==> src/rtl/hazard_unit.sv <==
// Hazard unit for a 5-stage pipeline (IF ID EX MEM WB).
// Tracks the destination registers of the instructions in EX and MEM.
// Stalls the ID instruction on data hazards and flushes it on a taken branch.
// Also keeps a saturating count of data-stall cycles.
module hazard_unit #(
   parameter int FORWARDING = 1,
   parameter int CNT_W      = 16
) (
   input  logic             clk,
   input  logic             rst_n,
   input  logic             id_valid,
   input  logic [5:0]       id_opcode,
   input  logic [4:0]       id_rs,
   input  logic [4:0]       id_rt,
   input  logic [4:0]       id_rd,
   input  logic             ex_branch_taken,
   output logic             hazard_detected,
   output logic             pc_write,
   output logic             if_id_write,
   output logic             if_id_flush,
   output logic [CNT_W-1:0] stall_cycles
);

   localparam logic [5:0] OP_RTYPE = 6'b000000;
   localparam logic [5:0] OP_LW    = 6'b100011;
   localparam logic [5:0] OP_ADDI  = 6'b001000;
   localparam logic [5:0] OP_SW    = 6'b101011;
   localparam logic [5:0] OP_BEQ   = 6'b000100;

   // One in-flight producer: valid only when it really writes a non-zero register.
   typedef struct packed {
      logic       valid;
      logic [4:0] dest;
      logic       is_load;
   } slot_t;

   slot_t            ex_slot_q,      ex_slot_d;
   slot_t            mem_slot_q,     mem_slot_d;
   logic [CNT_W-1:0] stall_cycles_q, stall_cycles_d;

   logic       uses_rs;
   logic       uses_rt;
   logic [4:0] dec_dest;
   logic       dec_load;
   logic       raw_ex;
   logic       raw_mem;
   logic       data_stall;

   // Decode which source fields the ID instruction reads and what it writes.
   // NOTE: every variable gets a default first so no path through the case infers a latch.
   always_comb begin
      uses_rs  = 1'b0;
      uses_rt  = 1'b0;
      dec_dest = 5'd0;
      dec_load = 1'b0;
      case (id_opcode)
         OP_RTYPE: begin
            uses_rs  = 1'b1;
            uses_rt  = 1'b1;
            dec_dest = id_rd;
         end
         OP_LW: begin
            uses_rs  = 1'b1;
            dec_dest = id_rt;
            dec_load = 1'b1;
         end
         OP_ADDI: begin
            uses_rs  = 1'b1;
            dec_dest = id_rt;
         end
         OP_SW, OP_BEQ: begin
            uses_rs = 1'b1;
            uses_rt = 1'b1;
         end
         default: ;
      endcase
   end

   // Compare ID sources against the shadow record; $0 never lands in a valid slot.
   always_comb begin
      raw_ex  = ex_slot_q.valid &
                ((uses_rs && (ex_slot_q.dest == id_rs)) ||
                 (uses_rt && (ex_slot_q.dest == id_rt)));
      raw_mem = mem_slot_q.valid &
                ((uses_rs && (mem_slot_q.dest == id_rs)) ||
                 (uses_rt && (mem_slot_q.dest == id_rt)));
      if (FORWARDING != 0) begin
         data_stall = id_valid & raw_ex & ex_slot_q.is_load;
      end else begin
         // Register file writes in the first half-cycle, so WB needs no check.
         data_stall = id_valid & (raw_ex | raw_mem);
      end
   end

   // Pipeline control strobes; a taken branch outranks a data stall.
   always_comb begin
      hazard_detected = 1'b0;
      pc_write        = 1'b1;
      if_id_write     = 1'b1;
      if_id_flush     = 1'b0;
      if (ex_branch_taken) begin
         hazard_detected = 1'b1;
         if_id_flush     = 1'b1;
      end else if (data_stall) begin
         hazard_detected = 1'b1;
         pc_write        = 1'b0;
         if_id_write     = 1'b0;
      end
   end

   // Next-state: shift the record, inject a bubble when ID does not advance, count stalls.
   always_comb begin
      mem_slot_d     = ex_slot_q;
      ex_slot_d      = '0;
      stall_cycles_d = stall_cycles_q;
      if (id_valid && !hazard_detected && (dec_dest != 5'd0)) begin
         ex_slot_d.valid   = 1'b1;
         ex_slot_d.dest    = dec_dest;
         ex_slot_d.is_load = dec_load;
      end
      if (data_stall && !ex_branch_taken && (stall_cycles_q != '1)) begin
         stall_cycles_d = stall_cycles_q + CNT_W'(1);
      end
   end

   // State registers.
   // NOTE: sequential state uses non-blocking assignments so all flops update together.
   always_ff @(posedge clk or negedge rst_n) begin
      if (!rst_n) begin
         ex_slot_q      <= '0;
         mem_slot_q     <= '0;
         stall_cycles_q <= '0;
      end else begin
         ex_slot_q      <= ex_slot_d;
         mem_slot_q     <= mem_slot_d;
         stall_cycles_q <= stall_cycles_d;
      end
   end

   assign stall_cycles = stall_cycles_q;

endmodule

==> config.mk <==
export PLATFORM = sky130hd
export DESIGN_NAME = hazard_unit
export DESIGN_NICKNAME = d
export VERILOG_FILES = /design/src/rtl/hazard_unit.sv
export SDC_FILE = /design/constraint.sdc
export NUM_CORES = 1
export LEC_CHECK = 0
export BUFFER_PORTS_ARGS = -buffer_cell sky130_fd_sc_hd__clkbuf_2
export CORE_UTILIZATION = 32
export CTS_BUF_LIST = sky130_fd_sc_hd__clkbuf_4 sky130_fd_sc_hd__clkbuf_8
export CTS_CLUSTER_DIAMETER = 80
export DETAILED_ROUTE_END_ITERATION = 10
export SYNTH_ARGS = -nofsm -noshare
export SYNTH_HDL_FRONTEND = slang
export SYNTH_SLANG_ARGS = --single-unit
==> constraint.sdc <==
create_clock -name clk -period 3.8 [get_ports clk]
set_input_delay 0.57 -clock clk [delete_from_list [all_inputs] [get_ports clk]]
set_output_delay 0.57 -clock clk [all_outputs]
set_load 0.005 [all_outputs]
=== Word-level counts from Yosys, hierarchy flattened ===
Cells that the tools add are included.

* Equal/unequal tests: 7
* Add/subtract/negate cells: 1
* Mux-type cells: 10
* Bitwise logic cells: 3
* Reduce and logical (&&, ||, !) cells: 14

{| class="wikitable"
|+ Operators by type and width
! cell !! number
|-
| $add A16 B1 Y16 const B || 1
|-
| $ne A16 B16 Y1 const B || 1
|-
| $eq A6 B6 Y1 const B || 2
|-
| $eq A5 B5 Y1 || 2
|-
| $pmux W5 S2 || 1
|-
| $mux W1 || 8
|-
| $mux W7 || 1
|-
| $eq A6 B3 Y1 const B || 1
|-
| $eq A6 B4 Y1 const B || 1
|-
| $logic_and A1 B1 Y1 || 6
|-
| $logic_not A6 Y1 || 1
|-
| $reduce_bool A5 Y1 || 1
|-
| $reduce_or A5 Y1 || 1
|-
| $and A1 B1 Y1 || 3
|-
| $reduce_or A3 Y1 || 1
|-
| $logic_not A1 Y1 || 2
|-
| $reduce_or A2 Y1 || 1
|-
| $logic_or A1 B1 Y1 || 1
|}

* Bits in registers: 23
* Logic and storage cells: 39

=== Depth between registers and ports, before layout ===
* Depth in word-level cells: 14
* Gate-level depth with buffers: 7
* Mapped depth without buffers: 6

=== Worst setup path before layout ===
No wires, ideal clock.

* Path kind: input -> output
* Start point: in id_opcode[1]
* End point: out pc_write
* Slack: 1.682 ns
* Cell stages on the path: 4
* Path buffers: 1
* Arrival time: 1.548 ns
* Cells stage by stage: and4b_2 > mux2_2 > a32oi_1 > buf_4

* Cells in the longest elaborated chain, start to end: 10
* Elaborated cells between the ends (all ways): 17
* Those cells by class: 4 x eq/ne; 4 x mux; 3 x bitwise; 6 x reduce/logical

{| class="wikitable"
|+ Ends and longest elaborated chain
! element !! line !! source
|-
| start: declaration || 12 || <nowiki>input logic [5:0] id_opcode,</nowiki>
|-
| $eq A6 B6 Y1 (tied with other cells) || 56 || <nowiki>case (id_opcode)</nowiki>
|-
| $reduce_or A5 Y1 (no line) or $reduce_or A3 Y1 (tied branches) || n/a ||
|-
| $mux W1 || 56 ||
|-
| $logic_and A1 B1 Y1, on equally long branches || 82, 83 ||
|-
| $logic_or A1 B1 Y1 * || 82 || <nowiki>((uses_rs && (ex_slot_q.dest == id_rs)) ||</nowiki>
|-
| $and A1 B1 Y1 * || 81 || <nowiki>raw_ex = ex_slot_q.valid &</nowiki>
|-
| $and A1 B1 Y1 * (2 in series) || 88 || <nowiki>data_stall = id_valid & raw_ex & ex_slot_q.is_load;</nowiki>
|-
| $mux W1 * (2 in series) || n/a ||
|-
| end: declaration || 18 || <nowiki>output logic pc_write,</nowiki>
|}

Mark *: on every way between the ends. The rest lies on a longest branch, timed or not.

=== Worst setup path in the final report ===
* Start point: in id_opcode[1]
* End point: out pc_write

* Cells in the longest elaborated chain, start to end: 10
* Elaborated cells between the ends (all ways): 17
* Those cells by class: 4 x eq/ne; 4 x mux; 3 x bitwise; 6 x reduce/logical

{| class="wikitable"
|+ Ends and longest elaborated chain
! element !! line !! source
|-
| $eq A6 B6 Y1 (tied with other cells) || 56 ||
|-
| $reduce_or A5 Y1 (no line) or $reduce_or A3 Y1 (tied branches) || n/a ||
|-
| $mux W1 || 56 ||
|-
| $logic_and A1 B1 Y1, on equally long branches || 82, 83 ||
|-
| $logic_or A1 B1 Y1 * || 82 ||
|-
| $and A1 B1 Y1 * || 81 ||
|-
| $and A1 B1 Y1 * (2 in series) || 88 ||
|-
| $mux W1 * || 104 || <nowiki>end else if (data_stall) begin</nowiki>
|-
| $mux W1 * || 101 || <nowiki>if (ex_branch_taken) begin</nowiki>
|}

Marks and branches as above.

==> results.toml <==
[yosys]
synth_largest_area_cell = "sky130_fd_sc_hd__dfrtp_1"
synth-warning-count = 0
synth_area_leaders = "sky130_fd_sc_hd__dfrtp_1 (44%), sky130_fd_sc_hd__xnor2_1 (11%), sky130_fd_sc_hd__xor2_1 (4.6%), sky130_fd_sc_hd__nand3_1 (3.8%), sky130_fd_sc_hd__nor2_1 (3.7%)"
ys_seq_area_frac = 0.435
synth_top_area_frac = 0.435
synth_nets = 158
synth.avg_cell_area_um2 = 10.0
synth_area_mm2 = 0.00132
syn-instance-count = 132
synth_cell_types = 32
synth_seq_cells = 23

[clock_tree]
numClockSinks = 23
ctsHtreeMaxLevel = 1
tritoncts = "yes"
clockRootBuffer = "sky130_fd_sc_hd__clkbuf_8"
path_clk_slew_ns = 0.07
post_cts_buffers = 0
cts-root-to-sink-buffers = 2
clock_insertion_delay_worst_skew_ns = 0.26
cts_hold_repair.buffers = 0
cts_inserted_buffers = 3
post_cts_resize_count = 0

[setup_path]
timing.critical_path.from_type = "input pin"
required_ns = 3.23
critical_path_class = "input pin to primary output"
cpMostUsedCell = "sky130_fd_sc_hd__clkbuf_2"
critical-path-slowest-cell = "sky130_fd_sc_hd__a32oi_1"
critical_path_arrival_ns = 1.91
worst_setup_path_end_kind = "primary output"
cp.buffers_inverters = 2
critical_path.max_fanout = 5
cp_cell_sequence = "clkbuf_2 > and4b_2 > mux2_2 > a32oi_1 > clkbuf_2"
slowest_delay_ns = 0.48
cp_top_family = "compound AO/OA/AOI/OAI gates"

[die]
die_footprint_mm2 = 0.00439
io_pins = 45
die_width_um = 66.3
initial_utilization = 0.333
die_h_um = 66.3
core_area_mm2 = 0.00397
placement_rows = 23

[sta]
final-max-slew-violation-count = 0
endpoints_failing_setup = 0
finalCritPeriodShare = 0.654
max_slew.worst_pin.slew_ns = 0.758
rsz0062_at_grt = "no"
worst_clock_skew_ns = 0.00272
maxClockFrequency_mhz = 402
timing.setup.tns_ns = 0
post_layout_minimum_cycle_time_ns = 2.48
max_slew_margin = 0.494
hold_violations = 0

[routing]
vias_per_cell = 5.22
post_drt_wl_per_cell_um = 13.2
firstDrtPassIters = 5
drt-total-wl_mm = 2.99
number_of_design_rule_violations_left_by_the_first_detailed_router_iteration = 69
overall_via_count_from_detail_route = 1186
antenna_violating_nets_post_route = 0
drc_errors = 0

[job]
max_cap_violations = 0

[global_route]
grtUsageTotal = 0.143
first_global_vias = 1079
largest_net_degree_at_the_start_of_global_routing = 24
initial_antenna_violation_count = 0
gr-total-overflow = 0
first_pass_grt_wire_length_mm = 4.89

[place]
gp_congestion = 0.789
dpl-instance-area_mm2 = 0.00158
place.detailed.instances = 223
placed_wire_length_estimate_after_detailed_placement_mm = 2.42
io_buffers = 44

[finish]
diodes = 0
area_of_all_placed_cells_without_fillers_mm2 = 0.00163
post_route_cells_drive_above_1_share = 0.333
layout-area-overhead-vs-synth_pct = 23.4
final_cells = 227
design.final.nets = 204
layout.cells.most_common_list = "sky130_fd_sc_hd__clkbuf_2 (44), sky130_fd_sc_hd__dfrtp_1 (23), sky130_fd_sc_hd__xnor2_1 (16), sky130_fd_sc_hd__nor2_1 (13), sky130_fd_sc_hd__nand2_1 (11)"
most_common_cell_after_layout_fill_and_taps_aside = "sky130_fd_sc_hd__clkbuf_2"
fillCellCount = 396

[worst_hold_path]
hold_path.class = "input pin to asynchronous set/reset pin"

[power_and_ir_drop]
vdd_ir_drop_max_uv = 179
powerDensity_mw_per_mm2 = 269
leakagePower_nw = 0.761

[outcome]
run_status = "completed"
[per-layer routing]
| metal | global-route usage | vias up | wire length (µm) |
|---|---|---|---|
| met5 | 0 | - | 0 |
| met4 | 0.0399 | 0 | 28 |
| met3 | 0.0138 | 3 | 227 |
| met2 | 0.236 | 55 | 1330 |
| met1 | 0.199 | 562 | 1410 |
| li1 | - | 566 | - |
[synthesized netlist by cell type]
master	count
sky130_fd_sc_hd__a21o_2	1
sky130_fd_sc_hd__or4b_1	1
sky130_fd_sc_hd__and3b_1	1
sky130_fd_sc_hd__ha_1	1
sky130_fd_sc_hd__nand2_1	11
sky130_fd_sc_hd__nor4_2	1
sky130_fd_sc_hd__nand4_1	4
sky130_fd_sc_hd__and4b_2	1
sky130_fd_sc_hd__a32oi_1	1
sky130_fd_sc_hd__dfrtp_1	23
sky130_fd_sc_hd__nand3b_1	1
sky130_fd_sc_hd__nor3_1	8
sky130_fd_sc_hd__nor4_4	1
sky130_fd_sc_hd__nor2_1	13
sky130_fd_sc_hd__nand3_1	10
sky130_fd_sc_hd__nor4_1	2
sky130_fd_sc_hd__a21oi_1	1
sky130_fd_sc_hd__a22oi_1	6
sky130_fd_sc_hd__and4_1	1
sky130_fd_sc_hd__and3_2	1
sky130_fd_sc_hd__nand2b_1	1
sky130_fd_sc_hd__xor2_1	7
sky130_fd_sc_hd__or3_1	2
sky130_fd_sc_hd__nand4b_1	2
sky130_fd_sc_hd__a211oi_2	1
sky130_fd_sc_hd__xnor2_1	16
sky130_fd_sc_hd__or3_2	1
sky130_fd_sc_hd__and3_1	4
sky130_fd_sc_hd__a21o_1	1
sky130_fd_sc_hd__mux2_2	4
sky130_fd_sc_hd__buf_4	3
sky130_fd_sc_hd__inv_1	1
[power breakdown]
group          leakage (nW)  internal, mW  switching [mW]
Clock                0.0262        0.0818          0.0698
Combinational         0.414        0.0174          0.0250
Sequential            0.321         0.245        0.000259
Total                 0.761         0.344          0.0951
[cell families after synthesis]
group,count (synthesis),share of synthesized area
and+or+nand+nor,66,0.283
xor gates and xnor gates,23,0.152
DFF,23,0.435
AOI/OAI and AO/OA,11,0.0662
buffers and inverters,4,0.0199
muxes,4,0.0341
adders and majority gates,1,0.00946
[worst paths after layout]
| path | from | to | slack (ns) | depth (start not counted) |
|---|---|---|---|---|
| max reg2reg | ex_slot_q[3] | stall_cycles[1] | 1.52 | 5 |
| max in group asynchronous | rst_n | ex_slot_q[2] | 3.14 | 1 |
| max | id_opcode[1] | pc_write | 1.32 | 5 |
| min in group clk | stall_cycles[10] | stall_cycles[10] | 0.52 | 1 |
| min reg2reg | stall_cycles[10] | stall_cycles[10] | 0.52 | 1 |
| min | rst_n | stall_cycles[15] | 0.29 | 1 |
[cell type report]
type	count	area (µm²)	area share
repair buffers	44	220	0.135
clock buffers	4	48.8	0.0299
inverters	1	3.75	0.00230
well taps	50	62.6	0.0383
multi-input cells	105	721	0.442
flip-flops and latches	23	576	0.353
[metrics by stage]
step	power, mW	util	hold slack [ns]	worst slack (ns)
after CTS	0.446	0.411	0.308	1.29
after detailed placement	0.292	0.399	0.513	1.25
after global routing	0.463	0.411	0.331	1.20
after global placement	0.291	0.399	0.499	1.29
after floorplan	0.266	-	0.274	1.68
final	0.439	0.411	0.287	1.32
[sequential cells by signal (all words and copies together) (netlist names)]
signal        count
ex_slot_q         7
stall_cycles     16
No activity file was read; power rests on OpenSTA's default activity.
